### src/rtl/fpio_fifo_in_client_mux.sv
// rtl/fpio_fifo_in_client_mux.sv - per-channel FIFOs arbitrated onto one fpio FIFO write port
// Each channel buffers privately; one word per cycle is forwarded, tagged with its channel.
module fpio_fifo_in_client_mux #(
  parameter int NUM_CHANNELS = 4,
  parameter int FIFO_DEPTH   = 16,
  parameter int DATA_WIDTH   = 8,
  parameter int ARB_MODE     = 0,
  localparam int CW = $clog2(FIFO_DEPTH) + 1,
  localparam int IW = (NUM_CHANNELS > 1) ? $clog2(NUM_CHANNELS) : 1
) (
  input  logic                               clk,
  input  logic                               rst,
  input  logic [NUM_CHANNELS-1:0]            ch_wr,
  input  logic [NUM_CHANNELS*DATA_WIDTH-1:0] ch_wdata,
  output logic [NUM_CHANNELS-1:0]            ch_full,
  output logic [NUM_CHANNELS*CW-1:0]         ch_count,
  output logic [NUM_CHANNELS-1:0]            ch_ovf,
  input  logic [NUM_CHANNELS-1:0]            ch_ovf_clr,
  output logic                               fifo_wr,
  output logic [DATA_WIDTH-1:0]              fifo_wdata,
  output logic [IW-1:0]                      fifo_ch,
  input  logic                               fifo_full
);
  localparam int PW = CW - 1;

  logic [NUM_CHANNELS-1:0]            req;
  logic [NUM_CHANNELS-1:0]            pop;
  logic [NUM_CHANNELS*DATA_WIDTH-1:0] head;
  logic [IW-1:0]                      last_grant_q, last_grant_d;
  logic [IW-1:0]                      grant_idx;
  logic                               grant_found;

  // Round-robin search begins just after the last granted channel.
  always_comb begin
    grant_idx   = '0;
    grant_found = 1'b0;
    for (int k = 0; k < NUM_CHANNELS; k++) begin
      if (ARB_MODE == 1) begin
        if (!grant_found && req[k]) begin
          grant_idx   = IW'(k);
          grant_found = 1'b1;
        end
      end else begin
        if (!grant_found && req[(int'(last_grant_q) + 1 + k) % NUM_CHANNELS]) begin
          grant_idx   = IW'((int'(last_grant_q) + 1 + k) % NUM_CHANNELS);
          grant_found = 1'b1;
        end
      end
    end
  end

  assign fifo_wr    = (|req) & ~fifo_full;
  assign fifo_ch    = grant_idx;
  assign fifo_wdata = head[grant_idx*DATA_WIDTH +: DATA_WIDTH];

  always_comb begin
    last_grant_d = last_grant_q;
    if (ARB_MODE == 0 && fifo_wr) begin
      last_grant_d = grant_idx;
    end
  end

  always_ff @(posedge clk) begin
    if (rst) begin
      last_grant_q <= IW'(NUM_CHANNELS - 1);
    end else begin
      last_grant_q <= last_grant_d;
    end
  end

  for (genvar i = 0; i < NUM_CHANNELS; i++) begin : g_ch
    logic [DATA_WIDTH-1:0] mem_q [FIFO_DEPTH];
    logic [PW-1:0]         wr_ptr_q, wr_ptr_d;
    logic [PW-1:0]         rd_ptr_q, rd_ptr_d;
    logic [CW-1:0]         count_q, count_d;
    logic                  ovf_q, ovf_d;
    logic                  full;
    logic                  push;

    // Full is judged on the pre-pop count, so a push into a full FIFO is dropped even if it pops.
    assign full   = (count_q == CW'(FIFO_DEPTH));
    assign push   = ch_wr[i] & ~full;
    assign pop[i] = fifo_wr & (grant_idx == IW'(i));
    assign req[i] = (count_q != '0);

    always_comb begin
      wr_ptr_d = push   ? wr_ptr_q + PW'(1) : wr_ptr_q;
      rd_ptr_d = pop[i] ? rd_ptr_q + PW'(1) : rd_ptr_q;
      count_d  = count_q + CW'(push) - CW'(pop[i]);
      ovf_d    = (ch_wr[i] & full) | (ovf_q & ~ch_ovf_clr[i]);
    end

    always_ff @(posedge clk) begin
      if (rst) begin
        wr_ptr_q <= '0;
        rd_ptr_q <= '0;
        count_q  <= '0;
        ovf_q    <= 1'b0;
      end else begin
        wr_ptr_q <= wr_ptr_d;
        rd_ptr_q <= rd_ptr_d;
        count_q  <= count_d;
        ovf_q    <= ovf_d;
      end
    end

    always_ff @(posedge clk) begin
      if (!rst && push) begin
        mem_q[wr_ptr_q] <= ch_wdata[i*DATA_WIDTH +: DATA_WIDTH];
      end
    end

    assign head[i*DATA_WIDTH +: DATA_WIDTH] = mem_q[rd_ptr_q];
    assign ch_full[i]                       = full;
    assign ch_count[i*CW +: CW]             = count_q;
    assign ch_ovf[i]                        = ovf_q;
  end

endmodule

### config.mk
export PLATFORM = sky130hd
export DESIGN_NAME = fpio_fifo_in_client_mux
export DESIGN_NICKNAME = d
export VERILOG_FILES = /design/src/rtl/fpio_fifo_in_client_mux.sv
export SDC_FILE = /design/constraint.sdc
export NUM_CORES = 1
export LEC_CHECK = 0
export CAP_MARGIN = 10
export CORE_MARGIN = 2
export CORE_UTILIZATION = 30
export DETAILED_ROUTE_END_ITERATION = 8
export PLACE_DENSITY_LB_ADDON = 0.12
export SKIP_LAST_GASP = 1
export SYNTH_ARGS = -nofsm -noshare
export SYNTH_HDL_FRONTEND = slang
export SYNTH_SLANG_ARGS = --single-unit
### constraint.sdc
create_clock -name clk -period 5.36 [get_ports clk]
set_input_delay 0.536 -clock clk [delete_from_list [all_inputs] [get_ports clk]]
set_output_delay 0.536 -clock clk [all_outputs]
set_load 0.02 [all_outputs]
==> results.toml, run 1 <==
[status]
outcome = "complete, no violations"

[final_layout]
final_nets = 1499
area_growth_pct = 18.27
drive_above_1_share = 0.1796
finalCoreUtilization = 0.3576
antenna_cells = 0

[floorplanning]
start_util = 0.3024
core_area_sq_mm = 0.07734
row_count = 102
io_pins = 82
die_w_um = 283.2
die_h_um = 283.2
die_area_sq_mm = 0.08020

[drt]
final_antenna_net_count = 0
routedWlPerCell_um = 22.14
dr.pass1.iters = 6
routed_wirelength_mm = 55.33
drt_iter0_drc = 998
drc = 0
viasPerCell = 4.682
dr_total_vias = 11700

[sta]
tightest_slew_ns = 1.123
hold_violations = 0
fmaxAchievable_ghz = 0.2075
slew_viol_final = 0
fin_tns_setup_ns = 0
fin_crit_ns = 4.819
max_slew_margin = 0.2486
setup_viol = 0
finalCritPeriodShare = 0.8991
skew_ns = 0.01491
rsz0062_at_grt = "false"

[pwr]
p_sw_frac = 0.2838
clkPwrFrac = 0.357
power.density_mw_per_mm2 = 482.6
peakVddDrop_mv = 0.2521
p_switching_w = 0.003788
comb_power_share = 0.237
internal-power_w = 0.009560
seqPwrFrac = 0.406
leakagePower_nw = 8.789
power.total_w = 0.01335

[cts]
cts.hold.buffers_added = 0
cts_sinks = 586
htreeDepth = 3
cts_tree = "done"
path_clk_slew_ns = 0.05
cts_resized = 0
clock_latency_ns = 0.60
cts_buffer_depth = 3
cts_buffers = 69
clockRootBuffer = "clkbuf_16"
cts_setup_buffers = 0

[global_route]
grtUsageTotal = 0.1388
grt_start_max_net_pins = 43
first_global_vias = 12140
grt_pass1_wl_mm = 82.12
grt_overflow = 0
antenna_found_initial = 5

[yosys]
synth_common_cells = "edfxtp_1 (512), mux4_2 (128), nor2_1 (109), dfxtp_1 (74), a22oi_1 (64)"
ys_seq_elements = 586
syn_area_sq_mm = 0.02339
synth_area_leader_cell = "edfxtp_1"
synth_area_per_cell_sq_um = 17.88
ys_types = 44
ys_seq_area_frac = 0.7208
synth_edf_count = 512
synth_nets = 1399
synthArstFlopShare = 0
yosysMostFrequentCell = "edfxtp_1"
ys.flop_type = "edfxtp_1"
synth_top_area_frac = 0.6574
synth.area.top_cells = "edfxtp_1 (66%), mux4_2 (12%), dfxtp_1 (6.3%), ha_1 (2.4%), a22oi_1 (2.1%)"
ys.warnings.count = 0
syn_inst = 1308

[placement]
io_buffers = 81
gp_congestion = 0.7240
hpwl_mm = 36.42

[worst_setup_path]
critPathRequiredTime_ns = 4.82
crit_buf_inv = 4
path_cells = "inv_1 -> ha_1 -> or4b_1 -> a221oi_1 -> o21a_1 -> clkinv_1 -> buf_4 -> mux2i_1 -> mux2i_1 -> clkdlybuf4s50_1"
r2r_start = "g_ch[2].count_q[3]"
cp_data_arrival_time_ns = 4.28
critPathMaxStageDelay_ns = 0.67
crit_family = "buffers and inverters"
path_max_fanout = 33
crit_top_cell = "mux2i_1"
crit_start = "g_ch[3].count_q[2]"
critPathKind = "flip-flop to output port"
cpMaxStageDelayCell = "clkdlybuf4s50_1"
critPathLaunchType = "flip-flop"
endpoint_kind = "output port"

[hold_path]
min_path_type = "primary input to flip-flop"
min_from = "rst"

[job]
drv_cap = 0
logic make-up (layout without fill, tap and decap cells):
logic type               Yosys count  in the layout  share of synthesized area
AO/OA/AOI/OAI                    135            135                    0.03836
buffers and inverters            116            267                    0.02033
adder cells (fa/ha/maj)           48             48                    0.02697
flip-flops                       586            586                     0.7208
XOR/XNOR                          24             24                   0.008989
multiplexers                     155            155                     0.1348
AND/OR/NAND/NOR                  244            244                    0.04976
layout by cell type, fill, tap and decap left out, types with 3 or more instances in the layout:
master and n:
clkinv_1 4, dfxtp_2 5, clkbuf_8 5, nor3_2 4, nor2_1 109, fa_1 4
nand4_1 6, nor2b_1 21, clkbuf_1 19, clkinv_2 6, nand3_1 4, xnor2_1 9
a221oi_1 3, or4_1 8, inv_1 45, a21o_1 4, inv_6 4, clkdlybuf4s50_1 80
a22oi_1 64, o21ai_0 12, mux2i_1 27, buf_4 18, xor2_1 15, edfxtp_1 512
nor4bb_1 3, or3b_2 3, nand2_1 57, mux4_2 128, clkbuf_16 72, or3_1 12
dfxtp_1 69, nand3b_1 3, bufinv_16 8, and2_1 4, nor4b_1 4, ha_1 44
a21oi_1 38, o31ai_1 8
routing by layer:
layer  global-route usage  vias to the layer above  wire (um)
met3              0.02794                       89       2125
met4              0.03968                        0       1259
met5                    0                        -          0
met2               0.2189                      203      25930
met1               0.1946                     6048      26010
li1                     -                     5361          -
power groups by stage:
stage,sequential [W],clock (W),combinational [W]
6_report,0.00542,0.00477,0.00316
3_5_place_dp,0.00553,0,0.00322
3_3_place_gp,0.00552,0,0.00321
4_1_cts,0.00543,0.00491,0.00323
5_1_grt,0.00547,0.00508,0.00346
2_1_floorplan,0.00540,0,0.00217
metrics by stage:
stage	instances	cell area (sq um)	setup WS [ns]	hold WS [ns]
floorplan	1308	23390	1.746	0.4529
global placement	2376	25350	1.212	0.4685
detailed placement	2376	25350	1.086	0.4761
CTS	2498	27650	0.5512	0.3612
global route	2499	27660	0.3355	0.3803
finish	2499	27660	0.5406	0.3681
worst paths after layout:
path                    endpoint  slack (ns)  cells after the start
max                fifo_wdata[4]        0.54                     10
min          g_ch[0].wr_ptr_q[2]        0.37                      2
max reg2reg   g_ch[2].count_q[4]        1.13                     18
min reg2reg            flip-flop        0.49                      2
cell type report:
type                    instances  area [sq um]
clock inverters                26         365.4
inverters                      46         172.7
fillers                      7288         49680
flip-flops and latches        586         16860
well taps                    1040          1301
clock buffers                  96          1942
multi-input cells             606          6075
repair buffers                 99         940.9
flip-flops by register name, indices dropped and copies added, names as in the netlist, named ones only:
register,flops
g_ch.wr_ptr_q,16
g_ch.mem_q,512
g_ch.count_q,20
last_grant_q,2
g_ch.rd_ptr_q,16
g_ch.ovf_q,4
Power figures use the tool's default switching activity.
==> inputs of run 2 (changes only) <==
Settings changed: SKIP_LAST_GASP 1 to not set, SLEW_MARGIN set to 10.
==> run 2 against run 1 <==
Effect of this change:
- die area stayed put
- setup slack better by 0.017 ns
- total power hardly changed
- fmax is 0.35% higher
- clock skew hardly changed
- non-clock buffer count is 1 lower
- register-to-register slack hardly changed
- sequential power hardly changed
- critical path depth stayed put
- combinational power hardly changed
- largest cell class unchanged
==> results.toml, run 2 (synthesis gave the netlist of run 1 again) <==
[hold_path]
min_path_type = "primary input to flip-flop"

[sta]
fin_crit_ns = 4.803
fin_tns_setup_ns = 0
setup_viol = 0
hold_violations = 0
rsz0062_at_grt = "false"
slew_viol_final = 0
skew_ns = 0.01533
fmaxAchievable_ghz = 0.2082
max_slew_margin = 0.2225
whs_ns = 0.3700
finalCritPeriodShare = 0.8960
tightest_slew_ns = 1.162

[cts]
cts_setup_buffers = 0
cts_sinks = 586
htreeDepth = 3
clockRootBuffer = "clkbuf_16"
cts.hold.buffers_added = 0
cts_buffer_depth = 3
cts_resized = 0
cts_buffers = 69
path_clk_slew_ns = 0.05
cts_tree = "done"
clock_latency_ns = 0.60

[drt]
dr_total_vias = 11690
final_antenna_net_count = 0
drt_iter0_drc = 951
dr.pass1.iters = 4
routedWlPerCell_um = 22.12
drc = 0
routed_wirelength_mm = 55.25
viasPerCell = 4.679

[pwr]
power.density_mw_per_mm2 = 482.5
leakagePower_nw = 8.784
peakVddDrop_mv = 0.2514

[worst_setup_path]
critPathMaxStageDelay_ns = 0.67
cpMaxStageDelayCell = "clkdlybuf4s50_1"
critPathKind = "flip-flop to output port"
path_max_fanout = 33
path_cells = "inv_1 -> ha_1 -> or4b_1 -> a221oi_1 -> o21a_1 -> clkinv_1 -> buf_4 -> mux2i_1 -> mux2i_1 -> clkdlybuf4s50_1"
crit_family = "buffers and inverters"
crit_top_cell = "mux2i_1"
endpoint_kind = "output port"
critPathRequiredTime_ns = 4.82
critPathLaunchType = "flip-flop"
crit_buf_inv = 4
cp_data_arrival_time_ns = 4.27

[final_layout]
reg.largest.list = "g_ch.mem_q (512), g_ch.count_q (20)"
drive_above_1_share = 0.1797
final_cell_mix = "edfxtp_1 (512), mux4_2 (128), nor2_1 (109)"
max_flop_register = "g_ch.mem_q"
area_growth_pct = 18.28
largest_reg_flops = 512
antenna_cells = 0
final_nets = 1498
layout.cells.most_common = "edfxtp_1"
finalCoreUtilization = 0.3576

[global_route]
grt_overflow = 0
antenna_found_initial = 5
grt_pass1_wl_mm = 82.12
grt_start_max_net_pins = 43
first_global_vias = 12140
grtUsageTotal = 0.1388

[floorplanning]
start_util = 0.3024
core_area_sq_mm = 0.07734
die_area_sq_mm = 0.08020
die_h_um = 283.2
row_count = 102
die_w_um = 283.2
io_pins = 82

[placement]
io_buffers = 81
hpwl_mm = 36.42
gp_congestion = 0.7240

[status]
outcome = "complete, no violations"

[job]
drv_cap = 0
==> run 2: changes by cell type in the layout (fill, tap and decap cells not counted), sizes merged <==
cell  before  now
buf       19   18
==> run 2: report_power, final <==
part,total [W],switching (W),leakage (nW),internal [W]
Combinational,0.00316,0.00167,2.45,0.00149
Clock,0.00477,0.00184,1.12,0.00292
Sequential,0.00542,0.000269,5.22,0.00515
==> run 2: final cells by class <==
class                   instances  area (sq um)
fillers                      7288         49680
flip-flops and latches        586         16860
multi-input cells             606          6081
clock buffers                  96          1942
well taps                    1040          1301
repair buffers                 98         935.9
clock inverters                26         365.4
inverters                      46         172.7
==> run 2: worst paths after layout <==
path,startpoint,to,slack [ns],depth (start not counted)
worst min-delay path,rst,g_ch[0].wr_ptr_q[2],0.37,2
worst max register to register,g_ch[2].count_q[3],g_ch[2].count_q[4],1.13,18
worst max-delay path,g_ch[3].count_q[2],fifo_wdata[4],0.56,10
worst min register to register,g_ch[2].rd_ptr_q[3],flip-flop,0.49,2
==> run 2: metal layers <==
metal,track usage,routed length [um],vias up
li1,-,-,5357
met1,0.1946,25810,6031
met2,0.2189,25940,212
met3,0.02794,2248,89
met4,0.03968,1259,0
met5,0,0,-
==> run 2: stage by stage <==
step,std cells,instance area [sq um],total power [W],setup slack [ns]
floorplan,1308,23390,0.007570,1.746
detailed placement,2376,25350,0.008747,1.086
finish,2498,27660,0.01335,0.5573
global route,2498,27660,0.01401,0.3355
CTS,2498,27650,0.01358,0.5512
global placement,2376,25350,0.008736,1.212
==> run 2: worst reg2reg max path: cells and delay by family, from the launching register on <==
| kind | cells | cell delay [ns] |
|---|---|---|
| flip-flops | 1 | 0.33 |
| adder cells (fa/ha/maj) | 4 | 0.84 |
| AO/OA/AOI/OAI | 4 | 0.96 |
| AND/OR/NAND/NOR | 4 | 1.22 |
| buffers and inverters | 6 | 0.82 |
==> inputs of run 3 (changes only) <==
--- a/config.mk
+++ b/config.mk
@@ -7,3 +7,3 @@
 export LEC_CHECK = 0
-export CAP_MARGIN = 10
+export CAP_MARGIN = 20
 export CORE_MARGIN = 2
@@ -12,2 +12,3 @@
 export PLACE_DENSITY_LB_ADDON = 0.12
+export SETUP_SLACK_MARGIN = 0.4
 export SLEW_MARGIN = 10
--- a/constraint.sdc
+++ b/constraint.sdc
@@ -3,2 +3,2 @@
 set_output_delay 0.536 -clock clk [all_outputs]
-set_load 0.02 [all_outputs]
+set_load 0.01 [all_outputs]
==> run 3 against run 2 <==
Effect of this change:
- utilization down 0.29 points
- wire length rose by 0.46%
- clock skew is 0.0067 ns higher
- highest routed layer unchanged
- sequential cell count unchanged
- critical path type unchanged
- critical endpoint is now fifo_wdata[7]
- sequential power barely moved
- via count fell by 0.68%
- largest power group unchanged
- total power fell by 4.3%
- critical path depth unchanged
- fmax grew 6.4%
- largest cell class unchanged
- non-clock buffer count rose by 2
==> results.toml, run 3 (synthesis gave the netlist of run 1 again) <==
[status]
outcome = "complete, no violations"

[hold_path]
min_path_type = "primary input to flip-flop"
whs_path_depth = 2
hold_end = "g_ch[0].wr_ptr_q[3]"
min_from = "rst"

[global_route]
first_global_vias = 12350
grt_overflow = 0
grt_start_max_net_pins = 43
antenna_found_initial = 2
grtUsageTotal = 0.1401
grt_pass1_wl_mm = 83.31

[floorplanning]
row_count = 102
start_util = 0.3024
die_h_um = 283.2
core_area_sq_mm = 0.07734
io_pins = 82
die_area_sq_mm = 0.08020
die_w_um = 283.2

[worst_setup_path]
critPathLaunchType = "flip-flop"
r2r_start = "g_ch[2].count_q[3]"
reg2reg_depth = 18
cpMaxStageDelayCell = "nor4b_1"
crit_top_cell = "mux2i_1"
critPathMaxStageDelay_ns = 0.68
cp_data_arrival_time_ns = 3.98
rr_endpoint = "g_ch[2].count_q[4]"
path_cells = "inv_1 -> ha_1 -> nor4b_1 -> a221oi_1 -> o21a_2 -> clkinvlp_4 -> buf_4 -> mux2i_1 -> mux2i_1 -> clkdlybuf4s50_1"
endpoint_kind = "output port"
critPathRequiredTime_ns = 4.82
r2r_setup_slack_ns = 1.26
critPathKind = "flip-flop to output port"
path_max_fanout = 26

[job]
drv_cap = 0

[final_layout]
max_flop_register = "g_ch.mem_q"
antenna_cells = 0
final_cells = 2502
largest_reg_flops = 512
reg.largest.list = "g_ch.mem_q (512), g_ch.count_q (20)"
fillers = 7375
layout.cells.most_common = "edfxtp_1"
seq_area_sq_mm = 0.01686
drive_above_1_share = 0.1737
multi_input_area_sq_mm = 0.006076
final_nets = 1498
final_cell_mix = "edfxtp_1 (512), mux4_2 (128), nor2_1 (109)"
area_growth_pct = 17.32

[drt]
dr.pass1.iters = 5
dr_total_vias = 11610
top_layer = "met4"
viasPerCell = 4.640
wl_met1_mm = 26.05
drc = 0
routed_wirelength_mm = 55.51
wl_met2_mm = 26.22
routedWlPerCell_um = 22.18
wl_met3_mm = 2.133
drt_iter0_drc = 809
final_antenna_net_count = 0

[sta]
fin_tns_setup_ns = 0
skew_ns = 0.02200
tightest_slew_ns = 1.055
slew_viol_final = 0
fmaxAchievable_ghz = 0.2216
rsz0062_at_grt = "false"
max_slew_margin = 0.2943
setup_ws_ns = 0.8472
fin_crit_ns = 4.513
setup_viol = 0
hold_violations = 0
finalCritPeriodShare = 0.8419

[placement]
io_buffers = 81
gp_congestion = 0.7230
hpwl_mm = 36.69
dpl.cell_count = 2377
pre_cts_ws_ns = 1.025

[cts]
cts.hold.buffers_added = 0
cts_sinks = 586
htreeDepth = 3
clock_latency_ns = 0.60
path_clk_slew_ns = 0.05
cts_buffer_depth = 3
cts_buffers = 67
cts_tree = "done"
clockRootBuffer = "clkbuf_16"

[pwr]
power.density_mw_per_mm2 = 465.4
power.total_w = 0.01277
leakagePower_nw = 8.677
peakVddDrop_mv = 0.2145
## run 3: area by class of cell
class                   instances  share of cell area
flip-flops and latches        586              0.6146
multi-input cells             606              0.2215
clock buffers                  98             0.06873
well taps                    1040             0.04743
repair buffers                100             0.03489
clock inverters                26            0.006476
inverters                      46            0.006430
## run 3: repair_timing
action	in CTS	in global routing
buffers inserted	0	0
gates resized for setup	0	2
setup endpoints to repair	0	8
## run 3: metal layers
| metal | vias to the layer above | global-route usage |
|---|---|---|
| met5 | - | 0 |
| met4 | 0 | 0.03796 |
| met3 | 76 | 0.02882 |
| met2 | 194 | 0.2248 |
| met1 | 5985 | 0.1935 |
| li1 | 5354 | - |
## run 3: how the worst max path moves through the flow
stage | end | slack, ns | startpoint
6_report | fifo_wdata[7] | 0.85 | g_ch[2].count_q[3]
5_1_grt | fifo_wdata[7] | 0.40 | g_ch[3].count_q[3]
4_1_cts | fifo_wdata[7] | 0.45 | g_ch[3].count_q[3]
3_5_place_dp | g_ch[2].count_q[4] | 1.03 | g_ch[3].count_q[3]
3_3_place_gp | g_ch[2].count_q[4] | 1.09 | g_ch[3].count_q[3]
2_1_floorplan | g_ch[1].count_q[4] | 1.81 | g_ch[3].count_q[3]
## run 3: critical path, delay by kind of cell (launching register included)
family / cells / cell delay (ns)
compound gates: 2 / 0.58
fa+ha+maj: 1 / 0.16
buf+inv: 4 / 1.24
simple gates: 1 / 0.68
flops: 1 / 0.33
mux: 2 / 0.35
## run 3: where the power goes
part	internal, W	switching, W	total, W
registers	0.00515	0.000273	0.00542
clock network	0.00250	0.00181	0.00431
logic	0.00150	0.00155	0.00304
## run 3: metrics by stage
stage	util	area [sq um]	hold slack, ns
6_report	0.3548	27440	0.3604
4_1_cts	0.3545	27420	0.3532
2_1_floorplan	-	23390	0.4529
3_5_place_dp	0.3279	25360	0.4761
3_3_place_gp	0.3277	25350	0.4704
5_1_grt	0.3548	27440	0.3685
